--- config.mk ---
export PLATFORM = sky130hd
export DESIGN_NAME = toy_panel_ctrl_flat
export DESIGN_NICKNAME = d
export VERILOG_FILES = /design/src/rtl/toy_pkg.sv /design/src/rtl/toy_panel_ctrl_if.sv /design/src/rtl/toy_panel_edge.sv /design/src/rtl/toy_panel_ctrl.sv /design/src/flat_wrapper.sv
export SDC_FILE = /design/constraint.sdc
export NUM_CORES = 1
export LEC_CHECK = 0
export ABC_AREA = 1
export CELL_PAD_IN_SITES_DETAIL_PLACEMENT = 0
export CELL_PAD_IN_SITES_GLOBAL_PLACEMENT = 2
export CORE_MARGIN = 8
export CORE_UTILIZATION = 25
export DETAILED_ROUTE_END_ITERATION = 8
export GPL_ROUTABILITY_DRIVEN = 0
export PLACE_DENSITY_LB_ADDON = 0.1
export REMOVE_ABC_BUFFERS = 1
export SETUP_SLACK_MARGIN = 0.05
export SLEW_MARGIN = 20
export SYNTH_ARGS = -nofsm -noshare
export SYNTH_HDL_FRONTEND = slang
export SYNTH_SLANG_ARGS = --single-unit
--- constraint.sdc ---
create_clock -name clk_i -period 1.9 [get_ports clk_i]
set_clock_uncertainty 0.15 [all_clocks]
set_input_delay 0.475 -clock clk_i [delete_from_list [all_inputs] [get_ports clk_i]]
set_output_delay 0.475 -clock clk_i [all_outputs]
set_load 0.1 [all_outputs]
--- src/rtl/toy_pkg.sv ---
// toy_pkg: shared state type, opcode slice and sizes for the TOY panel.
// Imported by the panel sequencer, its interface and edge detector.
package toy_pkg;

   localparam int ADDR_W_DEF = 8;
   localparam int DATA_W_DEF = 16;

   localparam int OP_MSB = 15;
   localparam int OP_LSB = 12;
   localparam int OP_W   = OP_MSB - OP_LSB + 1;

   localparam logic [OP_W-1:0] HALT_OP = '0;

   localparam int NBTN   = 7;
   localparam int B_ADDR = 0;
   localparam int B_LOOK = 1;
   localparam int B_LOAD = 2;
   localparam int B_PC   = 3;
   localparam int B_STEP = 4;
   localparam int B_RUN  = 5;
   localparam int B_STOP = 6;

   typedef enum logic [2:0] {
      ST_IDLE,
      ST_MEM,
      ST_PCSET,
      ST_STEP_ISSUE,
      ST_STEP_WAIT,
      ST_RUN,
      ST_DRAIN
   } panel_state_t;

endpackage

--- src/rtl/toy_panel_ctrl_if.sv ---
// toy_panel_ctrl_if: panel memory port (request/ack, one word per access).
// master = panel sequencer, slave = memory.
interface toy_panel_ctrl_if
   import toy_pkg::*;
#(
   parameter int ADDR_W = ADDR_W_DEF,
   parameter int DATA_W = DATA_W_DEF
);
   logic              req;
   logic              wen;
   logic [ADDR_W-1:0] addr;
   logic [DATA_W-1:0] wdata;
   logic              ack;
   logic [DATA_W-1:0] rdata;

   modport master (
      output req, wen, addr, wdata,
      input  ack, rdata
   );

   modport slave (
      input  req, wen, addr, wdata,
      output ack, rdata
   );
endinterface

--- src/rtl/toy_panel_edge.sv ---
// toy_panel_edge: rising-edge detector per button bit.
// A button already high when reset releases never produces an edge.
module toy_panel_edge
   import toy_pkg::*;
#(
   parameter int N = NBTN
) (
   input  logic         clk_i,
   input  logic         rst_ni,
   input  logic [N-1:0] btn_i,
   output logic [N-1:0] rise_o
);

   logic [N-1:0] prev_q;
   logic         armed_q;

   // history of button levels; first cycle after reset only primes it
   always_ff @(posedge clk_i or negedge rst_ni) begin
      if (!rst_ni) begin
         prev_q  <= '0;
         armed_q <= 1'b0;
      end else begin
         prev_q  <= btn_i;
         armed_q <= 1'b1;
      end
   end

   assign rise_o = btn_i & ~prev_q & {N{armed_q}};

endmodule

--- src/rtl/toy_panel_ctrl.sv ---
// toy_panel_ctrl: TOY front-panel sequencer (PC set, step, run/stop, examine/deposit).
// Build option TOY_PANEL_AUTOINC_EN: address register steps after each look/load.
module toy_panel_ctrl
   import toy_pkg::*;
#(
   parameter int ADDR_W = ADDR_W_DEF,
   parameter int DATA_W = DATA_W_DEF
) (
   input  logic                clk_i,
   input  logic                rst_ni,
   input  logic                btn_addr_i,
   input  logic                btn_look_i,
   input  logic                btn_load_i,
   input  logic                btn_pc_i,
   input  logic                btn_step_i,
   input  logic                btn_run_i,
   input  logic                btn_stop_i,
   input  logic [ADDR_W-1:0]   addr_sw_i,
   input  logic [DATA_W-1:0]   data_sw_i,
   output logic                cpu_exec_o,
   output logic                pc_wen_o,
   output logic [ADDR_W-1:0]   pc_o,
   input  logic [ADDR_W-1:0]   pc_i,
   input  logic                instr_val_i,
   input  logic [DATA_W-1:0]   instr_data_i,
   input  logic                cpu_running_i,
   toy_panel_ctrl_if.master    mem,
   output logic [ADDR_W-1:0]   disp_addr_o,
   output logic [DATA_W-1:0]   disp_data_o,
   output logic                run_led_o,
   output logic                busy_o
);

   panel_state_t      state;
   logic [ADDR_W-1:0] addr_q;
   logic              seen_q;
   logic [NBTN-1:0]   btn;
   logic [NBTN-1:0]   rise;
   logic [NBTN-1:0]   cmd;
   logic              halt;
   logic              trace;

   assign btn = {btn_stop_i, btn_run_i, btn_step_i, btn_pc_i,
                 btn_load_i, btn_look_i, btn_addr_i};

   toy_panel_edge #(.N(NBTN)) u_edge (
      .clk_i  (clk_i),
      .rst_ni (rst_ni),
      .btn_i  (btn),
      .rise_o (rise)
   );

   // keep only the highest-priority edge of this cycle
   always_comb begin
      cmd = '0;
      priority case (1'b1)
         rise[B_STOP]: cmd[B_STOP] = 1'b1;
         rise[B_RUN]:  cmd[B_RUN]  = 1'b1;
         rise[B_STEP]: cmd[B_STEP] = 1'b1;
         rise[B_PC]:   cmd[B_PC]   = 1'b1;
         rise[B_LOAD]: cmd[B_LOAD] = 1'b1;
         rise[B_LOOK]: cmd[B_LOOK] = 1'b1;
         rise[B_ADDR]: cmd[B_ADDR] = 1'b1;
         default:      cmd = '0;
      endcase
   end

   assign halt  = instr_val_i
                & (instr_data_i[OP_MSB:OP_LSB] == HALT_OP);
   assign trace = (state == ST_STEP_WAIT)
                | (state == ST_RUN)
                | (state == ST_DRAIN);

   assign busy_o    = (state != ST_IDLE);
   assign run_led_o = (state == ST_RUN) | (state == ST_DRAIN);

   // panel sequencer with registered core, memory and display outputs
   always_ff @(posedge clk_i or negedge rst_ni) begin
      if (!rst_ni) begin
         state       <= ST_IDLE;
         addr_q      <= '0;
         seen_q      <= 1'b0;
         cpu_exec_o  <= 1'b0;
         pc_wen_o    <= 1'b0;
         pc_o        <= '0;
         mem.req     <= 1'b0;
         mem.wen     <= 1'b0;
         mem.addr    <= '0;
         mem.wdata   <= '0;
         disp_addr_o <= '0;
         disp_data_o <= '0;
      end else begin
         pc_wen_o <= 1'b0;
         if (trace && instr_val_i) begin
            disp_addr_o <= pc_i;
            disp_data_o <= instr_data_i;
         end
         unique case (state)
            ST_IDLE: begin
               unique case (1'b1)
                  cmd[B_ADDR]: begin
                     addr_q      <= addr_sw_i;
                     disp_addr_o <= addr_sw_i;
                  end
                  cmd[B_LOOK]: begin
                     mem.req  <= 1'b1;
                     mem.wen  <= 1'b0;
                     mem.addr <= addr_q;
                     state    <= ST_MEM;
                  end
                  cmd[B_LOAD]: begin
                     mem.req   <= 1'b1;
                     mem.wen   <= 1'b1;
                     mem.addr  <= addr_q;
                     mem.wdata <= data_sw_i;
                     state     <= ST_MEM;
                  end
                  cmd[B_PC]: begin
                     pc_wen_o    <= 1'b1;
                     pc_o        <= addr_q;
                     disp_addr_o <= addr_q;
                     state       <= ST_PCSET;
                  end
                  cmd[B_STEP]: begin
                     cpu_exec_o <= 1'b1;
                     state      <= ST_STEP_ISSUE;
                  end
                  cmd[B_RUN]: begin
                     cpu_exec_o <= 1'b1;
                     state      <= ST_RUN;
                  end
                  default: ;
               endcase
            end
            ST_MEM: begin
               if (mem.ack) begin
                  mem.req     <= 1'b0;
                  disp_addr_o <= mem.addr;
                  disp_data_o <= mem.wen ? mem.wdata
                                         : mem.rdata;
`ifdef TOY_PANEL_AUTOINC_EN
                  addr_q      <= addr_q + ADDR_W'(1);
`endif
                  state       <= ST_IDLE;
               end
            end
            ST_PCSET: begin
               state <= ST_IDLE;
            end
            ST_STEP_ISSUE: begin
               cpu_exec_o <= 1'b0;
               seen_q     <= 1'b0;
               state      <= ST_STEP_WAIT;
            end
            ST_STEP_WAIT: begin
               if (cpu_running_i) begin
                  seen_q <= 1'b1;
               end
               if (seen_q && !cpu_running_i) begin
                  state <= ST_IDLE;
               end
            end
            ST_RUN: begin
               if (cmd[B_STOP] || halt) begin
                  cpu_exec_o <= 1'b0;
                  state      <= ST_DRAIN;
               end
            end
            ST_DRAIN: begin
               if (!cpu_running_i) begin
                  state <= ST_IDLE;
               end
            end
            default: begin
               state <= ST_IDLE;
            end
         endcase
      end
   end

endmodule

--- src/flat_wrapper.sv ---
// flat-port wrapper written by rule: the top's interface ports become plain ports
module toy_panel_ctrl_flat import toy_pkg::*;
#(
   parameter int ADDR_W = ADDR_W_DEF,
   parameter int DATA_W = DATA_W_DEF
)
  (clk_i, rst_ni, btn_addr_i, btn_look_i, btn_load_i, btn_pc_i, btn_step_i, btn_run_i, btn_stop_i, addr_sw_i, data_sw_i, cpu_exec_o, pc_wen_o, pc_o, pc_i, instr_val_i, instr_data_i, cpu_running_i, disp_addr_o, disp_data_o, run_led_o, busy_o, mem_req, mem_wen, mem_addr, mem_wdata, mem_ack, mem_rdata);
  toy_panel_ctrl_if #(.ADDR_W(ADDR_W), .DATA_W(DATA_W)) mem_i ();
  input  logic clk_i;
  input  logic rst_ni;
  input  logic btn_addr_i;
  input  logic btn_look_i;
  input  logic btn_load_i;
  input  logic btn_pc_i;
  input  logic btn_step_i;
  input  logic btn_run_i;
  input  logic btn_stop_i;
  input  logic [ADDR_W-1:0] addr_sw_i;
  input  logic [DATA_W-1:0] data_sw_i;
  output logic cpu_exec_o;
  output logic pc_wen_o;
  output logic [ADDR_W-1:0] pc_o;
  input  logic [ADDR_W-1:0] pc_i;
  input  logic instr_val_i;
  input  logic [DATA_W-1:0] instr_data_i;
  input  logic cpu_running_i;
  output logic [ADDR_W-1:0] disp_addr_o;
  output logic [DATA_W-1:0] disp_data_o;
  output logic run_led_o;
  output logic busy_o;
  output wire logic [$bits(mem_i.req)-1:0] mem_req;
  output wire logic [$bits(mem_i.wen)-1:0] mem_wen;
  output wire logic [$bits(mem_i.addr)-1:0] mem_addr;
  output wire logic [$bits(mem_i.wdata)-1:0] mem_wdata;
  input wire logic [$bits(mem_i.ack)-1:0] mem_ack;
  input wire logic [$bits(mem_i.rdata)-1:0] mem_rdata;
  assign mem_req = mem_i.req;
  assign mem_wen = mem_i.wen;
  assign mem_addr = mem_i.addr;
  assign mem_wdata = mem_i.wdata;
  assign mem_i.ack = mem_ack;
  assign mem_i.rdata = mem_rdata;
  toy_panel_ctrl #(.ADDR_W(ADDR_W), .DATA_W(DATA_W)) u_core (.clk_i(clk_i), .rst_ni(rst_ni), .btn_addr_i(btn_addr_i), .btn_look_i(btn_look_i), .btn_load_i(btn_load_i), .btn_pc_i(btn_pc_i), .btn_step_i(btn_step_i), .btn_run_i(btn_run_i), .btn_stop_i(btn_stop_i), .addr_sw_i(addr_sw_i), .data_sw_i(data_sw_i), .cpu_exec_o(cpu_exec_o), .pc_wen_o(pc_wen_o), .pc_o(pc_o), .pc_i(pc_i), .instr_val_i(instr_val_i), .instr_data_i(instr_data_i), .cpu_running_i(cpu_running_i), .mem(mem_i), .disp_addr_o(disp_addr_o), .disp_data_o(disp_data_o), .run_led_o(run_led_o), .busy_o(busy_o));
endmodule
==> impl_metrics.py <==
metrics = {
    "outcome": {
        "status": "finished clean",
    },
    "hold_path": {
        "hold_end": "u_core.u_edge.prev_q[3]",
        "hold_start": "btn_pc_i",
        "hold_path.class": "input pin to register",
        "whs_path_depth": 1,
    },
    "die": {
        "start_util_pct": 25.60,
        "die_height_um": 140.8,
        "core_area_um2": 15200,
        "rows": 45,
        "dieArea_um2": 19810,
        "io_pins": 138,
        "die_x_um": 140.8,
    },
    "setup_path": {
        "slowest_stage": "dfrtp_2",
        "crit_chain": "nand2_2 -> nand2_2 -> nor2_4 -> buf_12",
        "cp_max_fo": 4,
        "r2r_start": "u_core.u_edge.armed_q",
        "critPathRequiredTime_ns": 1.27,
        "cpMostUsedCell": "nand2_2",
        "r2r_end": "u_core.mem.addr[0]",
        "worst_setup_path_end_kind": "primary output",
        "reg2regPathDepth": 8,
        "rrSetupSlack_ns": 0.17,
        "start_kind": "register",
        "max_stage_delay_ns": 0.44,
        "criticalPathCategory": "register to primary output",
        "crit_arrival_ns": 1.25,
    },
    "timing": {
        "setup_viol_count_final": 0,
        "fmax_ghz": 0.5347,
        "final.period_utilization_pct": 98.44,
        "max_slew.worst_pin.slew_ns": 0.4996,
        "slew_headroom_pct": 66.66,
        "period_minus_slack_ns": 1.870,
        "holdWs_ns": 0.1826,
        "rsz0062_at_grt": "yes",
        "hold_viol_final": 0,
        "setup_ws_ns": 0.02966,
        "finalMaxSlewViolations": 0,
    },
    "finish": {
        "final_common_cell": "nand2_1",
        "multiInputGateArea_um2": 1637,
        "ff_latch_area_um2": 2007,
        "drive_gt1_share_pct": 25.92,
        "mostFrequentLayoutCells": "nand2_1 (128), dfrtp_1 (76), clkdlybuf4s50_1 (72), buf_12 (72), inv_1 (50)",
        "nNetsFinal": 724,
        "fillCellCount": 1502,
        "n_antenna_cell": 0,
        "layoutNonFillerInstCount": 840,
        "area_delta_synth_final_pct": 77.01,
        "finish.instance_area_um2": 6888,
    },
    "detailed_routing": {
        "drt_iter0_markers": 132,
        "drt_wl_total_um": 13280,
        "vias": 3657,
        "drc": 0,
        "wl_per_cell_um": 15.81,
        "dr.pass1.iters": 4,
        "viasPerCell": 4.354,
        "ant_nets": 0,
    },
    "synth": {
        "seq_area_frac_synth_pct": 51.45,
        "syn_area_um2": 3891,
        "yosys.area.top_type": "dfrtp_1",
        "synth-seq-cells": 80,
        "synthTopCellsByArea": "dfrtp_1 (51%), nand2_1 (13%), o21ai_0 (5.4%)",
        "synthDistinctLibCells": 26,
        "syn_area_per_cell_um2": 8.279,
        "yosysWarnings": 0,
        "synth_top_area_share_pct": 51.45,
        "synth_cells": 470,
    },
    "placed_design": {
        "placed_cells": 815,
        "place_ws_ns": -0.4696,
        "dpl_cell_area_um2": 6426,
        "io_buffers": 137,
        "dpl.hpwl_um": 9935,
    },
    "clocking": {
        "cts_max_level": 3,
        "cts_root_buf": "clkbuf_16",
        "cts.sinks": 80,
        "clk_pin_slew_worst_paths_ns": 0.06,
        "clockBufferDepth": 2,
        "insertion_delay_ns": 0.33,
        "cts_tree": "built",
        "cts_buffers": 9,
    },
    "global_routing": {
        "gr-usage-all-layers_pct": 13.90,
        "grt_max_degree": 33,
        "grt_pass1_vias": 3937,
        "antenna_found_initial": 1,
        "grt_pass1_wl_um": 21490,
        "grt-ovfl-total": 0,
    },
    "power_and_ir_drop": {
        "p_leak_nw": 3.355,
        "power_density_nw_per_um2": 2072,
        "ir_drop_v": 0.001210,
        "power_w": 0.01427,
    },
    "flow_run": {
        "cap_viol_max_count": 0,
    },
}
worst max-delay path: cells and delay by family, from the launching register on:
kind / cells / cell delay (ns)
buffers and inverters: 1 / 0.18
flip-flops: 1 / 0.44
AND/OR/NAND/NOR: 3 / 0.29
routing by layer:
layer,global-route usage [%],share of wire [%],vias up
met3,7.698,10,9
met4,2.885,0.94,2
met2,21.56,45,107
met1,16.56,44,1673
li1,-,-,1866
met5,0,0.075,-
where the power goes:
group / total [W] / internal, W / switching (W)
clock: 0.00190 / 0.00121 / 0.000687
combinational: 0.00918 / 0.00332 / 0.00586
sequential: 0.00318 / 0.00239 / 0.000796
total: 0.0143 / 0.00692 / 0.00735
worst max path at each step:
stage	start	endpoint	slack, ns	depth (start not counted)
floorplan	u_core.state[0]	run_led_o	-0.56	3
global placement	btn_stop_i	u_core.mem.addr[2]	-0.41	8
detailed placement	btn_stop_i	u_core.mem.addr[5]	-0.47	8
CTS	u_core.state[1]	run_led_o	0.02	4
global route	u_core.state[0]	run_led_o	-0.03	4
finish	u_core.state[0]	run_led_o	0.03	4
timing repair:
| action | in CTS | in global routing |
|---|---|---|
| setup endpoints to repair | 28 | 48 |
| setup buffers | 8 | 1 |
| resized for setup | 4 | 14 |
| hold buffers | 1 | 0 |
| hold endpoints to repair | 20 | 0 |
| pin swaps | 4 | 4 |
stage by stage:
stage / utilization, % / TNS, ns
6_report: 45.31 / 0
5_1_grt: 45.31 / -0.02647
4_1_cts: 44.99 / 0
3_5_place_dp: 42.27 / -16.20
3_3_place_gp: 42.27 / -14.53
2_1_floorplan: - / -19.97
synthesized netlist by cell type (all sizes together):
cell type / number
clkbuf: 6
o21bai: 1
conb: 1
nand3: 42
o211ai: 15
inv: 51
nand2: 132
or2: 14
nor2: 41
nor3: 3
buf: 13
a21oi: 4
mux2i: 13
dfrtp: 80
nand3b: 2
a211oi: 2
o21ai: 50
state kept, by name, summed over array words and instances, names as in the netlist:
register,count
u_core.u_edge.armed_q,1
u_core.u_edge.prev_q,7
u_core.state,3
u_core.mem.addr,8
u_core.pc_o,8
u_core.addr_q,8
u_core.mem.req,1
u_core.pc_wen_o,1
u_core.seen_q,1
u_core.mem.wen,1
u_core.disp_addr_o,8
u_core.cpu_exec_o,1
u_core.mem.wdata,16
u_core.disp_data_o,16
cell families after synthesis:
logic type / Yosys count / share of synthesized area (%)
other cells: 1 / 0.09637
flops: 80 / 51.45
compound gates: 72 / 11.19
mux: 13 / 3.344
simple gates: 234 / 26.37
buf+inv: 70 / 7.556
final cells by class:
class                      instances  area share [%]
tap                              188           3.415
clock buffer                      12           3.724
timing repair buffer             186           36.20
sequential                        80           29.14
clock inverter                     3          0.9446
inverter                          51           2.816
multi-input combinational        320           23.76
Note: power is estimated with default switching activity, not from simulation.
